## src/rtl/word_serdes.sv

```systemverilog
// Word serializer/deserializer: RX packs CHUNK_W-bit chunks into DATA_W-bit words (MSB chunk
// first) with an optional opcode legality flag; TX splits DATA_W-bit words back into chunks.
module word_serdes #(
    parameter int unsigned DATA_W       = 16,
    parameter int unsigned CHUNK_W      = 8,
    parameter bit          CHECK_OPCODE = 1'b1
) (
    input  logic               clk,
    input  logic               rst,
    // RX chunk side
    input  logic               in_valid,
    input  logic [CHUNK_W-1:0] in_chunk,
    output logic               in_ready,
    // RX word side
    output logic               word_valid,
    output logic [DATA_W-1:0]  word_out,
    output logic               word_err,
    input  logic               word_ready,
    input  logic               rx_flush,
    // TX load side
    input  logic               load_valid,
    input  logic [DATA_W-1:0]  load_data,
    output logic               load_ready,
    // TX chunk side
    output logic               out_valid,
    output logic [CHUNK_W-1:0] out_chunk,
    output logic               out_last,
    input  logic               out_ready
);

    localparam int unsigned N     = DATA_W / CHUNK_W;
    localparam int unsigned CNT_W = (N > 1) ? $clog2(N) : 1;
    localparam logic [CNT_W-1:0] LAST_CNT = CNT_W'(N - 1);

    generate
        if ((DATA_W % CHUNK_W) != 0 || N < 2) begin : g_bad_params
            $error("word_serdes: DATA_W must be an integer multiple (>= 2) of CHUNK_W");
        end
    endgenerate

    typedef enum logic [2:0] {
        R_TYPE = 3'b000,
        I_TYPE = 3'b001,
        B_TYPE = 3'b010,
        J_TYPE = 3'b011,
        M_TYPE = 3'b100
    } opcode_t;

    typedef enum logic {RxFill, RxFull} rx_state_t;
    typedef enum logic {TxIdle, TxShift} tx_state_t;

    rx_state_t          r_rx_state;
    logic [CNT_W-1:0]   r_rx_cnt;
    logic [DATA_W-1:0]  r_shift;

    tx_state_t          r_tx_state;
    logic [CNT_W-1:0]   r_tx_cnt;
    logic [DATA_W-1:0]  r_tx;

    logic               w_op_legal;

    // RX: flush takes priority over a same-cycle chunk, which is dropped.
    always_ff @(posedge clk) begin
        if (rst) begin
            r_rx_state <= RxFill;
            r_rx_cnt   <= '0;
            r_shift    <= '0;
        end else if (r_rx_state == RxFill) begin
            if (rx_flush) begin
                r_rx_cnt <= '0;
                r_shift  <= '0;
            end else if (in_valid) begin
                r_shift <= {r_shift[DATA_W-CHUNK_W-1:0], in_chunk};
                if (r_rx_cnt == LAST_CNT) begin
                    r_rx_cnt   <= '0;
                    r_rx_state <= RxFull;
                end else begin
                    r_rx_cnt <= r_rx_cnt + 1'b1;
                end
            end
        end else if (word_ready) begin
            r_rx_state <= RxFill;
        end
    end

    always_ff @(posedge clk) begin
        if (rst) begin
            r_tx_state <= TxIdle;
            r_tx_cnt   <= '0;
            r_tx       <= '0;
        end else if (r_tx_state == TxIdle) begin
            if (load_valid) begin
                r_tx       <= load_data;
                r_tx_cnt   <= '0;
                r_tx_state <= TxShift;
            end
        end else if (out_ready) begin
            r_tx <= {r_tx[DATA_W-CHUNK_W-1:0], {CHUNK_W{1'b0}}};
            if (r_tx_cnt == LAST_CNT) begin
                r_tx_cnt   <= '0;
                r_tx_state <= TxIdle;
            end else begin
                r_tx_cnt <= r_tx_cnt + 1'b1;
            end
        end
    end

    always_comb begin
        w_op_legal = 1'b0;
        case (r_shift[2:0])
            R_TYPE, I_TYPE, B_TYPE, J_TYPE, M_TYPE: w_op_legal = 1'b1;
            default:                                w_op_legal = 1'b0;
        endcase
    end

    // Ready outputs decode state only, so no path from the downstream readies.
    assign in_ready   = (r_rx_state == RxFill);
    assign word_valid = (r_rx_state == RxFull);
    assign word_out   = r_shift;
    assign word_err   = word_valid && CHECK_OPCODE && !w_op_legal;

    assign load_ready = (r_tx_state == TxIdle);
    assign out_valid  = (r_tx_state == TxShift);
    assign out_chunk  = r_tx[DATA_W-1 -: CHUNK_W];
    assign out_last   = out_valid && (r_tx_cnt == LAST_CNT);

endmodule

```

## config.mk

```make
export PLATFORM = sky130hd
export DESIGN_NAME = word_serdes
export DESIGN_NICKNAME = d
export VERILOG_FILES = /design/src/rtl/word_serdes.sv
export SDC_FILE = /design/constraint.sdc
export NUM_CORES = 1
export LEC_CHECK = 0
export BUFFER_PORTS_ARGS = -buffer_cell sky130_fd_sc_hd__buf_2
export CAP_MARGIN = 25
export CORE_UTILIZATION = 33
export DETAILED_ROUTE_END_ITERATION = 10
export GPL_TIMING_DRIVEN = 0
export PLACE_DENSITY = 0.68
export REMOVE_ABC_BUFFERS = 1
export SLEW_MARGIN = 0
export SYNTH_ARGS = -nofsm -noshare
export SYNTH_HDL_FRONTEND = slang
export SYNTH_SLANG_ARGS = --single-unit
```

## constraint.sdc

```tcl
create_clock -name clk -period 1.5 [get_ports clk]
set_input_delay 0.3 -clock clk [delete_from_list [all_inputs] [get_ports clk]]
set_output_delay 0.3 -clock clk [all_outputs]
set_load 0.01 [all_outputs]
```

==> results of run 1 <==
flip-flops by register name, indices dropped and copies added (netlist names):
register    cells
word_out       16
r_tx           16
r_rx_cnt        1
word_valid      1
out_valid       1
r_tx_cnt        1
final cells by class:
type	instances	share of cell area, %
flip-flops and latches	36	40.72
repair buffers	60	16.88
clock buffers	6	4.079
multi-input cells	87	32.42
clock inverters	2	1.969
inverters	2	0.4219
well taps	50	3.516
synth_stat cells:
cell       count
a211oi_1       9
a211oi_2       1
a21oi_1        1
a22oi_1       24
a2bb2oi_1      1
and2_1         1
buf_1          3
buf_2          2
buf_4          9
buf_6          2
clkbuf_1       2
dfxtp_1       36
inv_1          2
mux2_4         1
mux2i_1       10
nor2_1        35
nor2b_1        1
nor3b_4        1
o211a_1        1
o21bai_2       1
per-stage QoR:
step | hold slack, ns | setup WS, ns | cell area, µm² | util [%] | setup TNS, ns
2_1_floorplan | 0.3646 | 0.006703 | 1301 | - | 0
3_3_place_gp | 0.4636 | -0.2665 | 1664 | 41.01 | -2.515
3_5_place_dp | 0.4673 | -0.2967 | 1664 | 41.01 | -2.810
4_1_cts | 0.2361 | 0.09394 | 1779 | 43.85 | 0
5_1_grt | 0.2485 | 0.009291 | 1779 | 43.85 | 0
6_report | 0.2497 | 0.1076 | 1779 | 43.85 | 0
metal layers:
layer | GRT usage [%] | wire length, µm | vias to the layer above
met3 | 6.588 | 308 | 3
met2 | 20.17 | 1214 | 64
met4 | 5.319 | 27 | 0
met1 | 15.03 | 1355 | 521
li1 | - | - | 593
met5 | 0 | 0 | -
power by group through the flow:
| stage | logic, mW | registers [mW] | clock network (mW) |
|---|---|---|---|
| after global routing | 0.267 | 1.05 | 0.878 |
| after floorplan | 0.114 | 1.07 | 0 |
| after detailed placement | 0.241 | 1.06 | 0 |
| after global placement | 0.237 | 1.06 | 0 |
| final | 0.239 | 1.04 | 0.812 |
| after CTS | 0.243 | 1.04 | 0.838 |
worst max-delay path: cells and delay by family, from the launching register on:
| kind | cells | cell delay, ns |
|---|---|---|
| DFF | 1 | 0.49 |
| buffers and inverters | 1 | 0.14 |
| and+or+nand+nor | 1 | 0.19 |
kinds of logic (layout without fill, tap and decap cells):
| logic type | Yosys count | count (layout) | synth area share [%] |
|---|---|---|---|
| compound gates | 38 | 38 | 20.79 |
| mux | 11 | 11 | 8.106 |
| flops | 36 | 36 | 50.75 |
| simple gates | 38 | 38 | 11.45 |
| buf+inv | 20 | 70 | 8.899 |
worst min path at each step:
stage | slack, ns | end
floorplan | 0.36 | r_tx_cnt
global placement | 0.46 | r_tx_cnt
detailed placement | 0.47 | r_tx_cnt
CTS | 0.24 | out_valid
global route | 0.25 | out_valid
finish | 0.25 | out_valid
==> results.json, run 1 <==
{
  "clock_path_buffers": 2,
  "status": "finished clean",
  "hold_class": "in -> reg",
  "final_cell_mix": "60 x buf_2, 35 x nor2_1, 35 x dfxtp_1",
  "finalSetupViolCount": 0,
  "max_stage_delay_ns": 0.49,
  "globalplace.congestion": 0.6568,
  "yosysTopAreaCellShare_pct": 50.75,
  "path_max_fanout": 16,
  "switching_share_pct": 23.09,
  "vias": 1181,
  "fmax_mhz": 718.2,
  "p_int_mw": 1.608,
  "slowest_stage": "dfxtp_4",
  "areaGrowthSynthToFinish_pct": 25.29,
  "rows": 23,
  "combPwrFrac_pct": 11.4,
  "dr.first_iter.drc_count": 41,
  "p_leak_nw": 0.8211,
  "drc": 0,
  "ys_top_cells_by_area": "dfxtp_1 51%, a22oi_1 13%, nor2_1 9.3%",
  "cts_resized": 3,
  "firstDrtPassIters": 4,
  "r2r_start": "word_valid",
  "crit_required_ns": 1.20,
  "clkLatencyLatePin_ns": 0.28,
  "reg2reg_depth": 3,
  "seqCellArea_um2": 724.4,
  "drive_gt1_share_pct": 37.82,
  "yosysTopAreaCell": "dfxtp_1",
  "avgSynthCellArea_um2": 9.931,
  "fin_cells": 243,
  "cap_violations": 0,
  "htree_levels": 2,
  "fp.dieH_um": 67.60,
  "rsz0062_at_grt": "no",
  "worstReg2RegEnd": "word_out[13]",
  "fill_cells": 393,
  "root_buffer": "clkbuf_8",
  "end_kind": "primary output",
  "postCtsHoldBufs": 0,
  "gr-usage-all-layers_pct": 13.02,
  "layout.cells.most_common": "buf_2",
  "start_util_pct": 35.00,
  "post_drt_via_cell_ratio": 4.860,
  "dpl.cell_count": 235,
  "path_clk_slew_ns": 0.07,
  "ioPinCount": 61,
  "post-route-period-util_pct": 92.83,
  "grt-ovfl-total": 0,
  "p_total_mw": 2.091,
  "cts_tree": "yes",
  "fin_nets": 223,
  "critical_path_class": "reg -> out",
  "n_antenna_cell": 0,
  "pwr-share-seq_pct": 49.7,
  "wl_um": 2906,
  "crit_chain": "and2_1, buf_2",
  "yosysSeqAreaShare_pct": 50.75,
  "peakVddDrop_v": 0.0005058,
  "antenna_found_initial": 0,
  "cts_setup_buffers": 0,
  "die_w_um": 67.60,
  "clock_sinks": 36,
  "slew_violations": 0,
  "cts_made_buffers": 5,
  "min_from": "out_ready",
  "relSlewSlack_pct": 54.44,
  "grt_pass1_vias": 1005,
  "endpoint": "out_last",
  "die_area_mm2": 0.004570,
  "min_path_cells": 2,
  "finalHoldViolations": 0,
  "cp.arrival_ns": 1.09,
  "post-route-min-period_ns": 1.392,
  "cp-start-kind": "register",
  "finClkSkew_ns": 0.005533,
  "hpwl_um": 2022,
  "grt_pass1_wl_um": 4443,
  "switchingPower_mw": 0.4827,
  "powerDensity_mw_per_mm2": 1175,
  "synth.cell_area_mm2": 0.001420,
  "ys_warn_count": 0,
  "tightestPinTransition_ns": 0.6827,
  "multi_input_area_um2": 576.8,
  "regToRegSetupSlack_ns": 0.16,
  "synth_seq_cells": 36,
  "grt_max_degree": 37,
  "wl_per_cell_um": 11.96,
  "ant_nets": 0,
  "synth.distinct_cells": 20,
  "coreArea_mm2": 0.004058,
  "crit_start": "out_valid",
  "port_buffers": 60,
  "p_clk_share_pct": 38.8,
  "syn_inst": 143
}
Note: power is estimated with default switching activity, not from simulation.
==> run 2: changes to the inputs <==
==> constraint.sdc (replaced) <==
create_clock -name clk -period 1.5 [get_ports clk]
set_input_delay 0.15 -clock clk [delete_from_list [all_inputs] [get_ports clk]]
set_output_delay 0.15 -clock clk [all_outputs]
set_load 0.01 [all_outputs]
==> run 2 against run 1 <==
Net effect: sequential share of layout area shrank 0.28 points; critical path depth unchanged; wire length increased by 0.17%; largest power group unchanged; highest routed layer is now met3.
==> results.json, run 2 (synthesis gave the netlist of run 1 again) <==
{
  "status": "finished clean",
  "postCtsHoldBufs": 0,
  "post-route-period-util_pct": 92.48,
  "grt_max_degree": 37,
  "rows": 23,
  "end_kind": "primary output",
  "coreArea_mm2": 0.004058,
  "finalHoldViolations": 0,
  "dr.first_iter.drc_count": 52,
  "utilization_pct": 44.00,
  "post_drt_via_cell_ratio": 4.819,
  "critical_path_class": "reg -> out",
  "n_antenna_cell": 0,
  "wl_per_cell_um": 11.98,
  "min_from": "load_data[7]",
  "cap_violations": 0,
  "firstDrtPassIters": 4,
  "reg2reg_depth": 3,
  "p_total_mw": 2.098,
  "fin_nets": 223,
  "hpwl_um": 2022,
  "post-route-min-period_ns": 1.387,
  "cts_made_buffers": 5,
  "hold_class": "in -> reg",
  "wl_um": 2911,
  "cts_setup_buffers": 0,
  "grt_pass1_vias": 1005,
  "cts_tree": "yes",
  "die_area_mm2": 0.004570,
  "grt-ovfl-total": 0,
  "start_util_pct": 35.00,
  "max_stage_delay_ns": 0.60,
  "r2r_start": "out_valid",
  "areaGrowthSynthToFinish_pct": 25.73,
  "min_path_cells": 3,
  "seqCellArea_um2": 721.9,
  "p_leak_nw": 0.8216,
  "clock_path_buffers": 2,
  "peakVddDrop_v": 0.0005097,
  "relSlewSlack_pct": 54.39,
  "crit_required_ns": 1.35,
  "layout.cells.most_common": "buf_2",
  "cp-start-kind": "register",
  "cp.arrival_ns": 1.24,
  "powerDensity_mw_per_mm2": 1175,
  "grt_pass1_wl_um": 4443,
  "worstReg2RegEnd": "r_tx[11]",
  "crit_chain": "and2_1, buf_2",
  "die_w_um": 67.60,
  "fp.dieH_um": 67.60,
  "gr-usage-all-layers_pct": 13.02,
  "path_max_fanout": 16,
  "finalSetupViolCount": 0,
  "finClkSkew_ns": 0.004209,
  "slowest_stage": "dfxtp_2",
  "regToRegSetupSlack_ns": 0.15,
  "drive_gt1_share_pct": 37.82,
  "clkLatencyLatePin_ns": 0.28,
  "clock_sinks": 36,
  "globalplace.congestion": 0.6568,
  "fmax_mhz": 720.9,
  "vias": 1171,
  "cts_resized": 2,
  "multi_input_area_um2": 585.6,
  "ant_nets": 0,
  "drc": 0,
  "rsz0062_at_grt": "no",
  "path_clk_slew_ns": 0.07,
  "ioPinCount": 61,
  "antenna_found_initial": 0,
  "port_buffers": 60,
  "htree_levels": 2,
  "fill_cells": 392,
  "root_buffer": "clkbuf_8",
  "slew_violations": 0,
  "hold_path_end": "r_tx[7]",
  "tightestPinTransition_ns": 0.6835,
  "final_cell_mix": "60 x buf_2, 35 x nor2_1, 35 x dfxtp_1"
}
run 2: changes by cell type in the layout (fill, tap and decap cells not counted):
| cell | delta |
|---|---|
| dfxtp_4 | -1 |
| mux2i_4 | +1 |
| dfxtp_2 | +1 |
| mux2i_2 | -1 |
run 2: worst max-delay path, delay by kind of cell, from the launching register on:
| kind | cells | cell delay, ns |
|---|---|---|
| buffers and inverters | 1 | 0.14 |
| DFF | 1 | 0.60 |
| and+or+nand+nor | 1 | 0.21 |
run 2: how the worst max path moves through the flow:
stage	slack, ns	start	endpoint
3_5_place_dp	-0.30	out_valid	r_tx[3]
2_1_floorplan	0.007	out_valid	r_tx[0]
3_3_place_gp	-0.27	out_valid	r_tx[0]
6_report	0.11	out_valid	out_last
5_1_grt	0.008	out_valid	r_tx[3]
4_1_cts	0.09	out_valid	r_tx[1]
run 2: where the power goes:
| part | internal [mW] | switching [mW] |
|---|---|---|
| logic | 0.115 | 0.127 |
| clock network | 0.493 | 0.322 |
| registers | 1.00 | 0.0381 |
| total | 1.61 | 0.487 |
run 2: metrics by stage:
| stage | hold WS (ns) | setup TNS, ns | instance area, µm² | worst slack, ns | instances |
|---|---|---|---|---|---|
| after detailed placement | 0.3892 | -2.810 | 1664 | -0.2967 | 235 |
| after CTS | 0.08799 | 0 | 1777 | 0.09228 | 243 |
| after global routing | 0.1205 | 0 | 1785 | 0.008245 | 243 |
| after floorplan | 0.2146 | 0 | 1301 | 0.006703 | 125 |
| final | 0.1183 | 0 | 1785 | 0.1128 | 243 |
| after global placement | 0.3860 | -2.515 | 1664 | -0.2665 | 235 |
run 2: layer usage:
layer	GRT usage [%]	part of all wire [%]
met4	5.319	0
met2	20.17	42
met1	15.03	47
met5	0	0
met3	6.588	11
run 2: cell type report:
class	count	area share (%)
flip-flops and latches	36	40.43
clock buffers	6	4.064
well taps	50	3.504
inverters	2	0.4205
repair buffers	60	16.82
multi-input cells	87	32.80
clock inverters	2	1.962
